--- config.mk ---
export PLATFORM = sky130hd
export DESIGN_NAME = vector_load_unit_flat
export DESIGN_NICKNAME = d
export VERILOG_FILES = /design/src/rtl/vector_load_unit_if.sv /design/src/rtl/vector_load_unit.sv /design/src/flat_wrapper.sv
export SDC_FILE = /design/constraint.sdc
export NUM_CORES = 1
export LEC_CHECK = 0
export ABC_CLOCK_PERIOD_IN_PS = 5300
export BUFFER_PORTS_ARGS = -buffer_cell sky130_fd_sc_hd__buf_2
export CAP_MARGIN = 20
export CORE_MARGIN = 3
export CORE_UTILIZATION = 57
export DETAILED_ROUTE_END_ITERATION = 12
export PLACE_DENSITY = 0.82
export SLEW_MARGIN = 10
export SYNTH_ARGS = -nofsm -noshare
export SYNTH_HDL_FRONTEND = slang
export SYNTH_SLANG_ARGS = --single-unit
--- constraint.sdc ---
create_clock -name clk_i -period 5.3 [get_ports clk_i]
set_input_delay 1.06 -clock clk_i [delete_from_list [all_inputs] [get_ports clk_i]]
set_output_delay 1.06 -clock clk_i [all_outputs]
set_load 0.1 [all_outputs]
--- src/rtl/vector_load_unit_if.sv ---
// Bundle between the vector load unit, its data memory read port and the
// vector register bank write port, plus the load command/status signals.
interface vector_load_unit_if #(
  parameter int V  = 128,
  parameter int N  = 32,
  parameter int AW = 32
);
  logic          start;
  logic [AW-1:0] base_addr;
  logic [AW-1:0] stride;
  logic [1:0]    dst;
  logic          busy;
  logic          done;
  logic          err;
  logic          mem_req;
  logic [AW-1:0] mem_addr;
  logic          mem_gnt;
  logic          mem_rvalid;
  logic [N-1:0]  mem_rdata;
  logic          vwe;
  logic [1:0]    vwa;
  logic [V-1:0]  vwd;

  modport master (
    input  start, base_addr, stride, dst, mem_gnt, mem_rvalid, mem_rdata,
    output busy, done, err, mem_req, mem_addr, vwe, vwa, vwd
  );

  modport slave (
    output start, base_addr, stride, dst, mem_gnt, mem_rvalid, mem_rdata,
    input  busy, done, err, mem_req, mem_addr, vwe, vwa, vwd
  );
endinterface

--- src/rtl/vector_load_unit.sv ---
// Strided vector gather: L single-word reads, one outstanding request at a time,
// assembled into a V-bit vector and written to the register bank in one cycle.
module vector_load_unit #(
  parameter int V  = 128,
  parameter int N  = 32,
  parameter int AW = 32
) (
  input logic                 clk_i,
  input logic                 rst_ni,
  vector_load_unit_if.master  bus
);
  localparam int L  = V / N;
  localparam int LW = (L > 1) ? $clog2(L) : 1;
  localparam logic [LW-1:0] LANE_LAST = LW'(L - 1);

  typedef enum logic [2:0] {
    S_IDLE  = 3'd0,
    S_ISSUE = 3'd1,
    S_WAIT  = 3'd2,
    S_WRITE = 3'd3,
    S_ERR   = 3'd4
  } state_e;

  state_e        state_q;
  logic [AW-1:0] addr_q;
  logic [AW-1:0] stride_q;
  logic [1:0]    dst_q;
  logic [LW-1:0] lane_q;
  logic [V-1:0]  lane_buf_q;
  logic [V-1:0]  lane_buf_d;
  logic          busy_q;
  logic          done_q;
  logic          err_q;
  logic          mem_req_q;
  logic          vwe_q;
  logic [1:0]    vwa_q;
  logic [V-1:0]  vwd_q;
  logic          aligned_s;

  assign aligned_s = (bus.base_addr[1:0] == 2'b00) && (bus.stride[1:0] == 2'b00);

  // Merge the returning word into its lane slot; other lanes keep their contents.
  always_comb begin
    lane_buf_d = lane_buf_q;
    for (int i = 0; i < L; i++) begin
      if ((state_q == S_WAIT) && bus.mem_rvalid && (lane_q == LW'(i))) begin
        lane_buf_d[i*N +: N] = bus.mem_rdata;
      end else begin
        lane_buf_d[i*N +: N] = lane_buf_q[i*N +: N];
      end
    end
  end

  // Load sequencer with all status and bus outputs registered.
  always_ff @(posedge clk_i or negedge rst_ni) begin
    if (!rst_ni) begin
      state_q    <= S_IDLE;
      addr_q     <= '0;
      stride_q   <= '0;
      dst_q      <= 2'd0;
      lane_q     <= '0;
      lane_buf_q <= '0;
      busy_q     <= 1'b0;
      done_q     <= 1'b0;
      err_q      <= 1'b0;
      mem_req_q  <= 1'b0;
      vwe_q      <= 1'b0;
      vwa_q      <= 2'd0;
      vwd_q      <= '0;
    end else begin
      done_q     <= 1'b0;
      err_q      <= 1'b0;
      vwe_q      <= 1'b0;
      lane_buf_q <= lane_buf_d;
      case (state_q)
        S_IDLE: begin
          if (bus.start && aligned_s) begin
            addr_q    <= bus.base_addr;
            stride_q  <= bus.stride;
            dst_q     <= bus.dst;
            lane_q    <= '0;
            busy_q    <= 1'b1;
            mem_req_q <= 1'b1;
            state_q   <= S_ISSUE;
          end else if (bus.start) begin
            // Misaligned command: report and drop it without touching memory.
            err_q   <= 1'b1;
            state_q <= S_ERR;
          end else begin
            state_q <= S_IDLE;
          end
        end
        S_ERR: begin
          state_q <= S_IDLE;
        end
        S_ISSUE: begin
          if (bus.mem_gnt) begin
            mem_req_q <= 1'b0;
            state_q   <= S_WAIT;
          end else begin
            state_q <= S_ISSUE;
          end
        end
        S_WAIT: begin
          if (bus.mem_rvalid) begin
            addr_q <= addr_q + stride_q;
            if (lane_q == LANE_LAST) begin
              vwe_q   <= 1'b1;
              done_q  <= 1'b1;
              vwa_q   <= dst_q;
              vwd_q   <= lane_buf_d;
              state_q <= S_WRITE;
            end else begin
              lane_q    <= lane_q + LW'(1);
              mem_req_q <= 1'b1;
              state_q   <= S_ISSUE;
            end
          end else begin
            state_q <= S_WAIT;
          end
        end
        S_WRITE: begin
          busy_q  <= 1'b0;
          state_q <= S_IDLE;
        end
        default: begin
          busy_q    <= 1'b0;
          mem_req_q <= 1'b0;
          state_q   <= S_IDLE;
        end
      endcase
    end
  end

  assign bus.busy     = busy_q;
  assign bus.done     = done_q;
  assign bus.err      = err_q;
  assign bus.mem_req  = mem_req_q;
  assign bus.mem_addr = addr_q;
  assign bus.vwe      = vwe_q;
  assign bus.vwa      = vwa_q;
  assign bus.vwd      = vwd_q;
endmodule

--- src/flat_wrapper.sv ---
// flat-port wrapper written by rule: the top's interface ports become plain ports
module vector_load_unit_flat 
#(
  parameter int V  = 128,
  parameter int N  = 32,
  parameter int AW = 32
)
  (clk_i, rst_ni, bus_start, bus_base_addr, bus_stride, bus_dst, bus_mem_gnt, bus_mem_rvalid, bus_mem_rdata, bus_busy, bus_done, bus_err, bus_mem_req, bus_mem_addr, bus_vwe, bus_vwa, bus_vwd);
  vector_load_unit_if #(.V(V), .N(N), .AW(AW)) bus_i ();
  input logic clk_i;
  input logic rst_ni;
  input wire logic [$bits(bus_i.start)-1:0] bus_start;
  input wire logic [$bits(bus_i.base_addr)-1:0] bus_base_addr;
  input wire logic [$bits(bus_i.stride)-1:0] bus_stride;
  input wire logic [$bits(bus_i.dst)-1:0] bus_dst;
  input wire logic [$bits(bus_i.mem_gnt)-1:0] bus_mem_gnt;
  input wire logic [$bits(bus_i.mem_rvalid)-1:0] bus_mem_rvalid;
  input wire logic [$bits(bus_i.mem_rdata)-1:0] bus_mem_rdata;
  output wire logic [$bits(bus_i.busy)-1:0] bus_busy;
  output wire logic [$bits(bus_i.done)-1:0] bus_done;
  output wire logic [$bits(bus_i.err)-1:0] bus_err;
  output wire logic [$bits(bus_i.mem_req)-1:0] bus_mem_req;
  output wire logic [$bits(bus_i.mem_addr)-1:0] bus_mem_addr;
  output wire logic [$bits(bus_i.vwe)-1:0] bus_vwe;
  output wire logic [$bits(bus_i.vwa)-1:0] bus_vwa;
  output wire logic [$bits(bus_i.vwd)-1:0] bus_vwd;
  assign bus_i.start = bus_start;
  assign bus_i.base_addr = bus_base_addr;
  assign bus_i.stride = bus_stride;
  assign bus_i.dst = bus_dst;
  assign bus_i.mem_gnt = bus_mem_gnt;
  assign bus_i.mem_rvalid = bus_mem_rvalid;
  assign bus_i.mem_rdata = bus_mem_rdata;
  assign bus_busy = bus_i.busy;
  assign bus_done = bus_i.done;
  assign bus_err = bus_i.err;
  assign bus_mem_req = bus_i.mem_req;
  assign bus_mem_addr = bus_i.mem_addr;
  assign bus_vwe = bus_i.vwe;
  assign bus_vwa = bus_i.vwa;
  assign bus_vwd = bus_i.vwd;
  vector_load_unit #(.V(V), .N(N), .AW(AW)) u_core (.clk_i(clk_i), .rst_ni(rst_ni), .bus(bus_i));
endmodule
* Word level (Yosys, flattened, before mapping)
Cells that the tools add are included.
** Storage, ports and cells
- Bits of input ports :: 103
- Word-level logic and storage cells :: 76
- Output and inout bits :: 167
- Register bits after elaboration :: 333
** Operators by class
- Mux-type cells :: 29
- Eq/ne operators :: 11
- Bitwise gates (word level) :: 2
- Reductions and logical operators :: 20
- $add $sub $neg :: 2
** Operators by type and width (number)
- $mux 32 :: 6
- $pmux 32 s2 :: 1
- $add 32x32->32 :: 1
- $mux 2 :: 6
- $mux 1 :: 10
- $pmux 3 s3 :: 1
- $logic_and 1x1->1 :: 7
- $eq 3x2->1 const B :: 2
- $logic_not 2->1 :: 3
- $mux 3 :: 2
- $ne 2x2->1 const B :: 3
- $reduce_and 3->1 :: 2
- $reduce_and 5->1 :: 1
- $eq 2x2->1 const B :: 2
- $pmux 1 s4 :: 1
- $pmux 2 s2 :: 1
- $reduce_and 2->1 :: 2
- $reduce_and 4->1 :: 1
- $eq 3x1->1 const B :: 1
- $eq 3x3->1 const B :: 1
- $logic_not 3->1 :: 1
- $reduce_or 3->1 :: 1
- $add 2x1->2 const B :: 1
- $eq 2x1->1 const B :: 1
- other kinds (5) :: 6

* Logic depth before layout (Yosys ltp)
Gate-level depths: netlist (run 1).
- Word-level depth :: 5
- Gate-level depth with buffers :: 12
- Gate-level depth less buffers :: 10

* Least setup slack after synthesis (run 1)
No wires, ideal clock.
- Path kind :: reg2reg
- From :: register u_core.addr_q[0] (netlist: u_core.bus.mem_addr[0])
- To :: register u_core.addr_q[28] (netlist: u_core.bus.mem_addr[28])
- Arrival time :: 2.870 ns
- Required time :: 5.219 ns
- Library setup time :: 0.081 ns
- Period minus slack after synthesis :: 2.951 ns
- Cell stages (with the launch flop) :: 11
- Path buffers :: 0
- Slack :: 2.349 ns
- Cells stage by stage :: dfrtp_1 ha_1 fa_1 a21oi_1 o211ai_1 nand2_1 o21ai_2 a41oi_2 o31a_1 mux2_4 o22ai_2
** On the way
- Longest elaborated chain between the ends :: 3
** RTL lines
- start, declared :: line vector_load_unit.sv:25 : logic [AW-1:0] addr_q;
- start signal, assigned :: line vector_load_unit.sv:78 : addr_q <= bus.base_addr;
- start signal, assigned :: line vector_load_unit.sv:106 : addr_q <= addr_q + stride_q;
- $add 32x32->32 :: line vector_load_unit.sv:106
- $mux 32 :: line vector_load_unit.sv:105 : if (bus.mem_rvalid) begin
- $pmux 32 s2 :: line vector_load_unit.sv:75 : case (state_q)
No other way between the ends. The select of a mux whose other input is x is not followed.
A chain may end at the register's enable or synchronous reset.

* Final worst setup path (run 1)
- From :: register u_core.state_q[1]
- To :: register u_core.vwd_q[22] (netlist: u_core.bus.vwd[22])
** On the way
- Longest elaborated chain between the ends :: 4
- Elaborated cells between the ends (all ways) :: 5
- Those cells by class :: eq/ne: 1; mux: 1; reduce/logical: 3
** RTL lines
- start, declared :: line vector_load_unit.sv:24 : state_e state_q;
- start signal, assigned :: line vector_load_unit.sv:57 : state_q <= S_IDLE;
- start signal, assigned :: line vector_load_unit.sv:84 : state_q <= S_ISSUE;
- start signal, assigned :: line vector_load_unit.sv:88 : state_q <= S_ERR;
- $eq 3x2->1 :: line vector_load_unit.sv:46 : if ((state_q == S_WAIT) && bus.mem_rvalid && (lane_q == LW'(i))) begin
- $logic_and 1x1->1 (2 in a row) :: line vector_load_unit.sv:46
- $mux 32 :: line vector_load_unit.sv:46
- via u_core.lane_buf_d[22] :: line vector_load_unit.sv:30 : logic [V-1:0] lane_buf_d;
- end signal, assigned :: line vector_load_unit.sv:111 : vwd_q <= lane_buf_d;
- end, declared :: line vector_load_unit.sv:37 : logic [V-1:0] vwd_q;
The timed path passes the listed nets, and every way through them passes these cells.

==> results of run 1 <==
[worst max-delay path, delay by kind of cell (launching register included)]
kind | cells | cell delay [ns]
buffers and inverters | 3 | 0.76
DFF | 1 | 0.32
muxes | 1 | 0.56
and+or+nand+nor | 5 | 1.58
[area by class of cell]
class / instances / area, um2
fillers: 1706 / 7010
repair buffers: 280 / 1450
diodes: 1 / 2.50
well taps: 285 / 357
multi-input cells: 888 / 5360
clock buffers: 43 / 830
flip-flops and latches: 301 / 7530
inverters: 17 / 66.3
clock inverters: 7 / 98.8
[cell families (layout without fill, tap and decap cells)]
logic type,after synthesis,count (layout),share of synthesized area (%)
simple gates,523,523,16.1
flops,301,301,56.9
compound gates,171,171,7.94
mux,130,130,11.1
buf+inv,81,347,2.68
fa+ha+maj,36,36,3.46
xor+xnor,28,28,1.85
other cells,0,1,0
[where the power goes]
part / internal [mW] / switching, mW / total (mW) / leakage (nW)
registers: 2.57 / 0.185 / 2.76 / 4.06
logic: 0.832 / 1.99 / 2.82 / 4.22
clock network: 1.18 / 0.846 / 2.02 / 0.450
[sequential cells by signal (all words and copies together) (netlist names)]
name,cells
u_core.bus.done,1
u_core.bus.mem_req,1
u_core.bus.mem_addr,32
u_core.stride_q,32
u_core.bus.busy,1
u_core.lane_q,2
u_core.dst_q,2
u_core.bus.err,1
u_core.bus.vwa,2
u_core.bus.vwd,128
u_core.lane_buf_q,96
u_core.state_q,3
[per-stage QoR]
step / setup slack [ns] / hold WS (ns)
after floorplan: 2.35 / 0.433
after global placement: 1.89 / 0.445
after detailed placement: 1.82 / 0.457
after CTS: 1.91 / 0.473
after global routing: 1.69 / 0.487
final: 1.95 / 0.469
[metal layers]
metal	global-route usage [%]	up-vias
met4	8.03	0
met3	4.73	61
met2	42.2	364
met1	35.1	5063
li1	-	4765
met5	0	-
[cells in the mapped netlist (13+ instances only)]
| master | count |
|---|---|
| sky130_fd_sc_hd__ha_1 | 35 |
| sky130_fd_sc_hd__clkbuf_1 | 29 |
| sky130_fd_sc_hd__mux2_2 | 114 |
| sky130_fd_sc_hd__buf_2 | 32 |
| sky130_fd_sc_hd__nand3_1 | 13 |
| sky130_fd_sc_hd__a21oi_1 | 54 |
| sky130_fd_sc_hd__o21ai_0 | 39 |
| sky130_fd_sc_hd__o21ai_1 | 13 |
| sky130_fd_sc_hd__mux2_1 | 15 |
| sky130_fd_sc_hd__nor2_1 | 20 |
| sky130_fd_sc_hd__nor3_1 | 13 |
| sky130_fd_sc_hd__dfrtp_1 | 301 |
| sky130_fd_sc_hd__nand2_1 | 432 |
| sky130_fd_sc_hd__xnor2_1 | 19 |
| sky130_fd_sc_hd__inv_1 | 14 |
| sky130_fd_sc_hd__or3_1 | 20 |
[worst paths after layout]
check	slack, ns	startpoint	to	cells after the start
hold reg to reg	0.47	u_core.bus.vwa[1]	u_core.bus.vwa[1]	2
hold / removal	0.47	u_core.bus.vwa[1]	u_core.bus.vwa[1]	2
min in group asynchronous	0.52	rst_ni	u_core.bus.vwd[55]	1
max in group asynchronous	3.59	rst_ni	u_core.bus.mem_addr[23]	2
setup reg to reg	1.95	u_core.state_q[1]	u_core.bus.vwd[22]	9
setup / recovery	1.95	u_core.state_q[1]	u_core.bus.vwd[22]	9
==> reports/metrics.json, run 1 <==
{
  "antenna_violating_nets_post_route": {"value": 0},
  "post-layout-total-power": {"value": 7.59, "unit": "mW"},
  "setup_tns": {"value": 0, "unit": "ns"},
  "drtPass1Iterations": {"value": 5},
  "crit_arrival": {"value": 3.77, "unit": "ns"},
  "floorplan.die_area": {"value": 0.0251, "unit": "mm2"},
  "powerDensity": {"value": 484, "unit": "mW/mm2"},
  "sequential_to_total_area_share_from_yosys_stat": {"value": 56.9, "unit": "%"},
  "route.detailed.vias_per_inst": {"value": 5.63},
  "cell_chosen_for_the_clock_root": {"value": "sky130_fd_sc_hd__clkbuf_16"},
  "detail_route.wl_per_cell": {"value": 18.0, "unit": "um"},
  "overflow": {"value": 0},
  "clock_tree.buffer_depth": {"value": 3},
  "min_period_over_period": {"value": 63.2, "unit": "%"},
  "nets_final": {"value": 1657},
  "fp.dieW": {"value": 158, "unit": "um"},
  "critPathKind": {"value": "reg2reg"},
  "maximum_fanout_along_the_worst_path": {"value": 35},
  "fp.coreArea": {"value": 0.0227, "unit": "mm2"},
  "crit_path_cell_trace": {"value": "buf_4, inv_2, or3_1, nor2_2, buf_4, nand2_2, mux2_1, nand2_1, nand2_1"},
  "pin_count_of_the_biggest_net_entering_global_routing": {"value": 106},
  "final_cell_area": {"value": 0.0157, "unit": "mm2"},
  "fmax": {"value": 0.299, "unit": "GHz"},
  "hold_fails_final_rpt": {"value": 0},
  "post-cts-setup-buffer-count": {"value": 0},
  "setup-violations-final": {"value": 0},
  "final_cell_mix": {"value": "sky130_fd_sc_hd__nand2_1, sky130_fd_sc_hd__dfrtp_1, sky130_fd_sc_hd__buf_2"},
  "met1Wirelength": {"value": 13900, "unit": "um"},
  "outcome": {"value": "complete, no violations"},
  "placed_cells": {"value": 1771},
  "finalMaxSlewViolations": {"value": 0},
  "buffer_ports.inserted": {"value": 269},
  "classification_of_the_worst_slack_hold_path": {"value": "reg2reg"},
  "tightestPinTransition": {"value": 1.11, "unit": "ns"},
  "cts-buffers-inserted": {"value": 30},
  "met3_layer_wire_length_in_the_routed_design": {"value": 2140, "unit": "um"},
  "synth_edf_count": {"value": 0},
  "netlist-cell-type-count": {"value": 59},
  "worstSetupEndpointType": {"value": "flop"},
  "grt_first_pass_wirelength": {"value": 52200, "unit": "um"},
  "clkSinkCount": {"value": 301},
  "io_pins": {"value": 270},
  "postPlaceCellArea": {"value": 0.0148, "unit": "mm2"},
  "worst_skew_pair.late_latency": {"value": 0.55, "unit": "ns"},
  "rsz0062_at_grt": {"value": "false"},
  "synthFlopType": {"value": "sky130_fd_sc_hd__dfrtp_1"},
  "synth_area_leader_cell": {"value": "sky130_fd_sc_hd__dfrtp_1"},
  "peakVddDrop": {"value": 0.440, "unit": "mV"},
  "synth.yosys.warnings": {"value": 0},
  "required": {"value": 5.72, "unit": "ns"},
  "first_global_vias": {"value": 10263},
  "drcViolationCount": {"value": 0},
  "dp_hpwl": {"value": 22100, "unit": "um"},
  "critPathMaxStageDelay": {"value": 0.61, "unit": "ns"},
  "cts.htree.levels": {"value": 1},
  "synthArstFlopShare": {"value": 100, "unit": "%"},
  "via_count": {"value": 10253},
  "cts.clk_slew.worst_paths": {"value": 0.06, "unit": "ns"},
  "cts_tree": {"value": "yes"},
  "synthCells": {"value": 1270},
  "fraction_of_the_core_area_covered_by_cells_at_the_end_of_the_flow": {"value": 69.1, "unit": "%"},
  "synthesized_area_per_cell": {"value": 10.4, "unit": "um2"},
  "drive_gt1_share": {"value": 29.4, "unit": "%"},
  "synthesized_cell_area": {"value": 0.0132, "unit": "mm2"},
  "p_leak": {"value": 8.73, "unit": "nW"},
  "finalWeightedCongestion": {"value": 0.868},
  "antenna_found_initial": {"value": 1},
  "crit_path_start_kind": {"value": "flop"},
  "finalClockSkew": {"value": 0.0206, "unit": "ns"},
  "area_delta_synth_final": {"value": 18.6, "unit": "%"},
  "biggest_area_contributors_in_the_synthesized_netlist": {"value": "sky130_fd_sc_hd__dfrtp_1, sky130_fd_sc_hd__nand2_1, sky130_fd_sc_hd__mux2_2"},
  "synthesis.nets": {"value": 1409},
  "timing.final.crit_period": {"value": 3.35, "unit": "ns"},
  "cts_hold_buf": {"value": 0},
  "post_cts_resize_count": {"value": 0},
  "post-synth-top-area-fraction": {"value": 56.9, "unit": "%"},
  "globalRouteTotalUtil": {"value": 25.7, "unit": "%"},
  "crit_path_top_delay_cell": {"value": "sky130_fd_sc_hd__or3_1"},
  "die_y": {"value": 158, "unit": "um"},
  "postSynthRegisterBits": {"value": 301},
  "post_route_non_filler_standard_cell_count": {"value": 1822},
  "initial_core_util": {"value": 58.3, "unit": "%"},
  "max_slew_margin": {"value": 26.2, "unit": "%"},
  "wl_met2": {"value": 15800, "unit": "um"},
  "detail_route.wirelength": {"value": 32800, "unit": "um"},
  "rows": {"value": 55},
  "layout_commonest_cell": {"value": "sky130_fd_sc_hd__nand2_1"},
  "drtIter0Drc": {"value": 794},
  "maxCapViolations": {"value": 0},
  "top_layer": {"value": "met4"}
}
Power figures use the tool's default switching activity.
==> inputs of run 2 (changes only) <==
--- a/config.mk
+++ b/config.mk
@@ -5,13 +5,13 @@
 export SDC_FILE = /design/constraint.sdc
 export NUM_CORES = 1
 export LEC_CHECK = 0
-export ABC_CLOCK_PERIOD_IN_PS = 5300
+export ABC_CLOCK_PERIOD_IN_PS = 3000
 export BUFFER_PORTS_ARGS = -buffer_cell sky130_fd_sc_hd__buf_2
 export CAP_MARGIN = 20
 export CORE_MARGIN = 3
-export CORE_UTILIZATION = 57
+export CORE_UTILIZATION = 49
 export DETAILED_ROUTE_END_ITERATION = 12
-export PLACE_DENSITY = 0.82
+export PLACE_DENSITY = 0.75
 export SLEW_MARGIN = 10
 export SYNTH_ARGS = -nofsm -noshare
 export SYNTH_HDL_FRONTEND = slang
==> constraint.sdc (replaced) <==
create_clock -name clk_i -period 3 [get_ports clk_i]
set_input_delay 0.6 -clock clk_i [delete_from_list [all_inputs] [get_ports clk_i]]
set_output_delay 0.6 -clock clk_i [all_outputs]
set_load 0.1 [all_outputs]
==> reports/metrics.json, run 2 (synthesis gave the netlist of run 1 again) <==
{
  "classification_of_the_worst_slack_hold_path": {"value": "in2async"},
  "detail_route.wirelength": {"value": 33300, "unit": "um", "change": "+1.6%"},
  "die_y": {"value": 170, "unit": "um", "change": "+7.6%"},
  "io_pins": {"value": 270, "change": "unchanged"},
  "worstSetupEndpointType": {"value": "flop"},
  "drive_gt1_share": {"value": 30.6, "unit": "%", "change": "+1.2 points"},
  "seq_area": {"value": 0.00753, "unit": "mm2", "change": "unchanged"},
  "overflow": {"value": 0, "change": "unchanged"},
  "required": {"value": 3.42, "unit": "ns", "change": "-2.30 ns"},
  "maxCapViolations": {"value": 0, "change": "unchanged"},
  "cts-buffers-inserted": {"value": 34, "change": "+13%"},
  "area_delta_synth_final": {"value": 21.8, "unit": "%"},
  "rows": {"value": 59, "change": "+7.3%"},
  "layout_commonest_cell": {"value": "sky130_fd_sc_hd__nand2_1"},
  "worst-r2r-cell-count": {"value": 9, "change": "unchanged"},
  "post-cts-setup-buffer-count": {"value": 0, "change": "unchanged"},
  "antenna_found_initial": {"value": 0, "change": "-1"},
  "maximum_fanout_along_the_worst_path": {"value": 8, "change": "-77%"},
  "fp.coreArea": {"value": 0.0263, "unit": "mm2", "change": "+16%"},
  "timing.final.crit_period": {"value": 2.78, "unit": "ns", "change": "-0.571 ns"},
  "post_cts_resize_count": {"value": 0, "change": "unchanged"},
  "cell_chosen_for_the_clock_root": {"value": "sky130_fd_sc_hd__clkbuf_16"},
  "final_cell_mix": {"value": "sky130_fd_sc_hd__nand2_1, sky130_fd_sc_hd__dfrtp_1, sky130_fd_sc_hd__buf_2"},
  "peakVddDrop": {"value": 0.639, "unit": "mV", "change": "+45%"},
  "first_global_vias": {"value": 10297, "change": "+0.33%"},
  "fp.dieW": {"value": 170, "unit": "um", "change": "+7.6%"},
  "dp_hpwl": {"value": 22500, "unit": "um", "change": "+2.2%"},
  "route.detailed.vias_per_inst": {"value": 5.33, "change": "-5.3%"},
  "critPathKind": {"value": "reg2reg"},
  "grt_first_pass_wirelength": {"value": 53500, "unit": "um", "change": "+2.6%"},
  "via_count": {"value": 10089, "change": "-1.6%"},
  "postLayoutSetupSlackWorst": {"value": 0.223, "unit": "ns", "change": "-1.73 ns"},
  "finalMaxSlewViolations": {"value": 0, "change": "unchanged"},
  "fmax": {"value": 0.360, "unit": "GHz", "change": "+21%"},
  "worst_skew_pair.late_latency": {"value": 0.50, "unit": "ns", "change": "-0.05 ns"},
  "drtPass1Iterations": {"value": 5, "change": "unchanged"},
  "pin_count_of_the_biggest_net_entering_global_routing": {"value": 88, "change": "-17%"},
  "setup_tns": {"value": 0, "unit": "ns", "change": "unchanged"},
  "n_diodes": {"value": 0, "change": "-1"},
  "dp_slack": {"value": 0.189, "unit": "ns", "change": "-1.63 ns"},
  "finalWeightedCongestion": {"value": 0.940, "change": "+8.3%"},
  "tightestPinTransition": {"value": 0.793, "unit": "ns", "change": "-0.313 ns"},
  "outcome": {"value": "complete, no violations"},
  "n_fill_cell": {"value": 2148, "change": "+26%"},
  "min_period_over_period": {"value": 92.6, "unit": "%", "change": "+29 points"},
  "finalClockSkew": {"value": 0.0206, "unit": "ns", "change": "+0.0000187 ns"},
  "clkSinkCount": {"value": 301, "change": "unchanged"},
  "antenna_violating_nets_post_route": {"value": 0, "change": "unchanged"},
  "clock_tree.buffer_depth": {"value": 3, "change": "unchanged"},
  "powerDensity": {"value": 865, "unit": "mW/mm2", "change": "+79%"},
  "critical_path.reg2reg.startpoint": {"value": "u_core.bus.mem_addr[17]"},
  "initial_core_util": {"value": 50.4, "unit": "%", "change": "-7.9 points"},
  "p_leak": {"value": 8.91, "unit": "nW", "change": "+2.0%"},
  "nets_final": {"value": 1672, "change": "+0.91%"},
  "floorplan.die_area": {"value": 0.0290, "unit": "mm2", "change": "+16%"},
  "crit_path_start_kind": {"value": "flop"},
  "final_cell_area": {"value": 0.0161, "unit": "mm2", "change": "+2.7%"},
  "cts.htree.levels": {"value": 2, "change": "+1"},
  "max_slew_margin": {"value": 46.7, "unit": "%", "change": "+20 points"},
  "detail_route.wl_per_cell": {"value": 17.6, "unit": "um", "change": "-2.3%"},
  "largest_reg_flops": {"value": 128, "change": "unchanged"},
  "postPlaceCellArea": {"value": 0.0150, "unit": "mm2", "change": "+1.5%"},
  "cts_tree": {"value": "yes"},
  "crit_arrival": {"value": 3.20, "unit": "ns", "change": "-0.57 ns"},
  "buffer_ports.inserted": {"value": 269, "change": "unchanged"},
  "footprint_of_the_multi_input_gates": {"value": 0.00536, "unit": "mm2", "change": "about the same"},
  "globalRouteTotalUtil": {"value": 22.9, "unit": "%", "change": "-2.8 points"},
  "drcViolationCount": {"value": 0, "change": "unchanged"},
  "reg2reg_end": {"value": "u_core.bus.mem_addr[30]"},
  "rsz0062_at_grt": {"value": "false"},
  "drtIter0Drc": {"value": 528, "change": "-34%"},
  "cts_hold_buf": {"value": 0, "change": "unchanged"},
  "cts.clk_slew.worst_paths": {"value": 0.06, "unit": "ns", "change": "about the same"},
  "r2r_setup_slack": {"value": 0.22, "unit": "ns", "change": "-1.73 ns"},
  "hold_fails_final_rpt": {"value": 0, "change": "unchanged"},
  "setup-violations-final": {"value": 0, "change": "unchanged"}
}
run 2: changes by cell type in the layout (fill, tap and decap cells not counted), sizes merged:
cell | previous run | this run
clkinv | 4 | 7
inv | 17 | 18
clkinvlp | 1 | 3
diode | 1 | 0
bufinv | 2 | 1
clkbuf | 43 | 50
buf | 280 | 291
run 2: per-stage QoR:
step,instances,hold slack (ns),power [mW],utilization [%]
floorplan,1270,0.304,8.75,-
global placement,1832,0.447,9.77,57.0
detailed placement,1832,0.456,9.85,57.0
CTS,1894,0.0868,14.0,61.4
global route,1894,0.102,14.7,61.4
finish,1894,0.0701,13.9,61.4
run 2: area by class of cell:
cell class                      instances  area share, %
Multi-Input combinational cell        888           33.3
Clock inverter                         12          0.760
Clock buffer                           50           6.28
Timing Repair Buffer                  291           9.98
Tap cell                              335           2.60
Sequential cell                       301           46.7
Inverter                               17          0.411
run 2: worst max-delay path, cell delays in order, from the launching register on:
cell and delay [ns]:
sky130_fd_sc_hd__dfrtp_1 0.40, sky130_fd_sc_hd__ha_1 0.44, sky130_fd_sc_hd__a21oi_1 0.27, sky130_fd_sc_hd__o21ai_1 0.12
sky130_fd_sc_hd__a2111oi_1 0.59, sky130_fd_sc_hd__nand4_1 0.20, sky130_fd_sc_hd__nand2_1 0.21, sky130_fd_sc_hd__o41ai_1 0.16
sky130_fd_sc_hd__xnor2_1 0.15, sky130_fd_sc_hd__a21oi_1 0.16
run 2: power breakdown:
| group | switching [mW] | internal, mW |
|---|---|---|
| logic | 3.51 | 1.48 |
| clock network | 1.66 | 2.45 |
| registers | 0.308 | 4.54 |
run 2: worst max path at each step:
stage	depth (start not counted)	slack (ns)	to	start
4_1_cts	9	0.17	u_core.bus.mem_addr[30]	u_core.bus.mem_addr[17]
3_3_place_gp	8	0.25	u_core.bus.mem_addr[28]	bus_base_addr[1]
3_5_place_dp	9	0.19	u_core.bus.mem_addr[30]	u_core.bus.mem_addr[17]
5_1_grt	9	0.02	u_core.bus.mem_addr[30]	u_core.bus.mem_addr[17]
2_1_floorplan	10	0.05	u_core.bus.mem_addr[28]	u_core.bus.mem_addr[0]
6_report	9	0.22	u_core.bus.mem_addr[30]	u_core.bus.mem_addr[17]
run 2: per-layer routing:
metal	part of all wire [%]	track usage (%)	wire length (um)	vias to the layer above
met1	43	29.8	14400	4924
li1	-	-	-	4814
met2	47	37.7	15600	289
met5	0	0	0	-
met4	3.0	7.58	1010	0
met3	6.7	5.60	2240	62
==> inputs of run 3 (changes only) <==
--- a/config.mk
+++ b/config.mk
@@ -7,11 +7,13 @@
 export LEC_CHECK = 0
 export ABC_CLOCK_PERIOD_IN_PS = 3000
 export BUFFER_PORTS_ARGS = -buffer_cell sky130_fd_sc_hd__buf_2
-export CAP_MARGIN = 20
+export CELL_PAD_IN_SITES_DETAIL_PLACEMENT = 1
+export CELL_PAD_IN_SITES_GLOBAL_PLACEMENT = 2
 export CORE_MARGIN = 3
-export CORE_UTILIZATION = 49
+export CORE_UTILIZATION = 31
 export DETAILED_ROUTE_END_ITERATION = 12
-export PLACE_DENSITY = 0.75
+export PLACE_DENSITY_LB_ADDON = 0.1
+export REMOVE_ABC_BUFFERS = 1
 export SLEW_MARGIN = 10
 export SYNTH_ARGS = -nofsm -noshare
 export SYNTH_HDL_FRONTEND = slang
==> reports/metrics.json, run 3 (synthesis gave the netlist of run 1 again) <==
{
  "classification_of_the_worst_slack_hold_path": {"value": "in2reg"},
  "setup-violations-final": {"value": 0, "change": "unchanged"},
  "detail_route.wl_per_cell": {"value": 19.1, "unit": "um", "change": "+8.4%"},
  "tightestPinTransition": {"value": 0.738, "unit": "ns", "change": "-0.0558 ns"},
  "pin_count_of_the_biggest_net_entering_global_routing": {"value": 71, "change": "-19%"},
  "globalRouteTotalUtil": {"value": 17.9, "unit": "%", "change": "-4.9 points"},
  "crit_path_start_kind": {"value": "flop"},
  "first_global_vias": {"value": 10932, "change": "+6.2%"},
  "drtPass1Iterations": {"value": 4, "change": "-1"},
  "final_cell_mix": {"value": "sky130_fd_sc_hd__nand2_1, sky130_fd_sc_hd__dfrtp_1, sky130_fd_sc_hd__buf_2"},
  "required": {"value": 3.45, "unit": "ns", "change": "+0.03 ns"},
  "largest_reg_flops": {"value": 128, "change": "unchanged"},
  "clock_tree.buffer_depth": {"value": 3, "change": "unchanged"},
  "dp_slack": {"value": -0.130, "unit": "ns", "change": "-0.319 ns"},
  "fp.dieW": {"value": 213, "unit": "um", "change": "+25%"},
  "min_period_over_period": {"value": 92.4, "unit": "%", "change": "-0.15 points"},
  "fraction_of_the_core_area_covered_by_cells_at_the_end_of_the_flow": {"value": 39.3, "unit": "%", "change": "-22 points"},
  "hold_fails_final_rpt": {"value": 0, "change": "unchanged"},
  "die_y": {"value": 213, "unit": "um", "change": "+25%"},
  "floorplan.die_area": {"value": 0.0452, "unit": "mm2", "change": "+56%"},
  "setup_tns": {"value": 0, "unit": "ns", "change": "unchanged"},
  "met2_usage": {"value": 30.3, "unit": "%", "change": "-7.5 points"},
  "post_route_non_filler_standard_cell_count": {"value": 2106, "change": "+11%"},
  "detail_route.wirelength": {"value": 40100, "unit": "um", "change": "+21%"},
  "drtIter0Drc": {"value": 324, "change": "-39%"},
  "clkSinkCount": {"value": 301, "change": "unchanged"},
  "rsz0062_at_grt": {"value": "false"},
  "cell_chosen_for_the_clock_root": {"value": "sky130_fd_sc_hd__clkbuf_16"},
  "layout_commonest_cell": {"value": "sky130_fd_sc_hd__nand2_1"},
  "maximum_fanout_along_the_worst_path": {"value": 8, "change": "unchanged"},
  "grt_first_pass_wirelength": {"value": 63600, "unit": "um", "change": "+19%"},
  "fp.coreArea": {"value": 0.0420, "unit": "mm2", "change": "+60%"},
  "post-cts-setup-buffer-count": {"value": 0, "change": "unchanged"},
  "max_slew_margin": {"value": 50.8, "unit": "%", "change": "+4.1 points"},
  "worstSetupEndpointType": {"value": "flop"},
  "crit_arrival": {"value": 3.22, "unit": "ns", "change": "+0.02 ns"},
  "use_met1": {"value": 22.7, "unit": "%", "change": "-7.1 points"},
  "fmax": {"value": 0.361, "unit": "GHz", "change": "+0.16%"},
  "timing.final.crit_period": {"value": 2.77, "unit": "ns", "change": "-0.00440 ns"},
  "outcome": {"value": "complete, no violations"},
  "area_delta_synth_final": {"value": 24.7, "unit": "%"},
  "postLayoutSetupSlackWorst": {"value": 0.227, "unit": "ns", "change": "+0.00440 ns"},
  "pwr-share-clk": {"value": 30.9, "unit": "%", "change": "+1.4 points"},
  "p_leak": {"value": 8.97, "unit": "nW", "change": "+0.73%"},
  "cts.clk_slew.worst_paths": {"value": 0.06, "unit": "ns", "change": "about the same"},
  "n_fill_cell": {"value": 4740, "change": "+120%"},
  "combinationalPowerShare": {"value": 35.4, "unit": "%", "change": "-0.4 points"},
  "switchingPower": {"value": 5.64, "unit": "mW", "change": "+3.0%"},
  "n_diodes": {"value": 0, "change": "unchanged"},
  "final_cell_area": {"value": 0.0165, "unit": "mm2", "change": "+2.3%"},
  "p_int": {"value": 8.73, "unit": "mW", "change": "+3.0%"},
  "critPathKind": {"value": "reg2reg"},
  "switching_share": {"value": 39.2, "unit": "%", "change": "about the same"},
  "finalMaxSlewViolations": {"value": 0, "change": "unchanged"},
  "nets_final": {"value": 1680, "change": "+0.48%"},
  "io_pins": {"value": 270, "change": "unchanged"},
  "cts-buffers-inserted": {"value": 37, "change": "+8.8%"},
  "peakVddDrop": {"value": 0.321, "unit": "mV", "change": "-50%"},
  "powerDensity": {"value": 871, "unit": "mW/mm2", "change": "+0.64%"},
  "via_count": {"value": 10145, "change": "+0.56%"},
  "finalWeightedCongestion": {"value": 0.765, "change": "-19%"},
  "buffer_ports.inserted": {"value": 269, "change": "unchanged"},
  "placed_cells": {"value": 2040, "change": "+11%"},
  "cts.htree.levels": {"value": 2, "change": "unchanged"},
  "drcViolationCount": {"value": 0, "change": "unchanged"},
  "postPlaceCellArea": {"value": 0.0153, "unit": "mm2", "change": "+2.1%"},
  "antenna_found_initial": {"value": 1, "change": "+1"},
  "overflow": {"value": 0, "change": "unchanged"},
  "rows": {"value": 75, "change": "+27%"},
  "drive_gt1_share": {"value": 30.6, "unit": "%", "change": "about the same"},
  "antenna_violating_nets_post_route": {"value": 0, "change": "unchanged"},
  "maxCapViolations": {"value": 0, "change": "unchanged"},
  "route.detailed.vias_per_inst": {"value": 4.82, "change": "-9.6%"},
  "dp_hpwl": {"value": 27500, "unit": "um", "change": "+22%"},
  "globalRouteMet3Util": {"value": 5.73, "unit": "%", "change": "+0.13 points"},
  "initial_core_util": {"value": 31.5, "unit": "%", "change": "-19 points"},
  "cts_tree": {"value": "yes"},
  "seq_power_share": {"value": 33.7, "unit": "%", "change": "-1.1 points"},
  "worst_skew_pair.late_latency": {"value": 0.54, "unit": "ns", "change": "+0.04 ns"},
  "busiest_metal_layer_after_global_routing": {"value": "met2"},
  "finalClockSkew": {"value": 0.0155, "unit": "ns", "change": "-0.00509 ns"}
}
[run 3: changes by cell type in the layout (fill, tap and decap cells not counted), sizes merged]
cell         delta
clkinvlp        -2
buf             +4
inv             +1
clkinv          -4
clkbuf          +6
bufinv          +2
dlygate4sd3     +1
[run 3: through the flow]
stage | power, mW | hold slack [ns]
final | 14.4 | 0.293
after global routing | 15.3 | 0.264
after detailed placement | 10.0 | 0.453
after global placement | 9.98 | 0.444
after CTS | 14.6 | 0.251
after floorplan | 8.74 | 0.304
[run 3: routing by layer]
| layer | share of wire, % | wire, um | vias up |
|---|---|---|---|
| li1 | - | - | 4809 |
| met5 | 0.032 | 13 | - |
| met2 | 48 | 19300 | 176 |
| met4 | 1.7 | 679 | 2 |
| met1 | 44 | 17500 | 5111 |
| met3 | 6.6 | 2650 | 47 |
[run 3: cell type report]
class / count / area, um2 / share of cell area, %
Sequential cell: 301 / 7530 / 45.6
Multi-Input combinational cell: 888 / 5370 / 32.5
Timing Repair Buffer: 296 / 1670 / 10.1
Clock buffer: 56 / 1060 / 6.41
Tap cell: 539 / 674 / 4.09
Clock inverter: 9 / 130 / 0.789
Inverter: 17 / 66.3 / 0.402
[run 3: power by group through the flow]
stage / clock (mW) / sequential, mW / combinational [mW]
floorplan: 0 / 6.36 / 2.38
global placement: 0 / 4.89 / 5.09
detailed placement: 0 / 4.91 / 5.09
CTS: 4.64 / 4.84 / 5.12
global route: 4.83 / 4.90 / 5.53
finish: 4.45 / 4.84 / 5.09
[run 3: worst max-delay path, cell delays in order (launching register included)]
cell and delay (ns):
sky130_fd_sc_hd__dfrtp_1 0.41, sky130_fd_sc_hd__ha_1 0.45, sky130_fd_sc_hd__a21oi_1 0.32, sky130_fd_sc_hd__o21ai_1 0.16
sky130_fd_sc_hd__a2111oi_2 0.44, sky130_fd_sc_hd__nand4_1 0.22, sky130_fd_sc_hd__nand2_1 0.20, sky130_fd_sc_hd__o41ai_1 0.16
sky130_fd_sc_hd__xnor2_1 0.15, sky130_fd_sc_hd__a21oi_1 0.18
[run 3: worst paths after layout]
| path | from | end | slack, ns | cells after the start |
|---|---|---|---|---|
| max | u_core.bus.mem_addr[17] | u_core.bus.mem_addr[30] | 0.23 | 9 |
| min | bus_stride[26] | u_core.stride_q[26] | 0.29 | 2 |
| max in group asynchronous | rst_ni | u_core.bus.vwd[116] | 1.55 | 3 |
| min in group asynchronous | rst_ni | u_core.state_q[2] | 0.59 | 2 |
| max reg2reg | u_core.bus.mem_addr[17] | u_core.bus.mem_addr[30] | 0.23 | 9 |
| min reg2reg | u_core.bus.vwd[76] | u_core.bus.vwd[76] | 0.47 | 2 |
[run 3: what timing repair did]
action                                  in CTS  in global routing
hold buffers                                 1                  0
gates resized for setup                      1                  2
cloned                                       0                  0
endpoints found under the setup margin       2                  3
endpoints found under the hold margin       12                  0
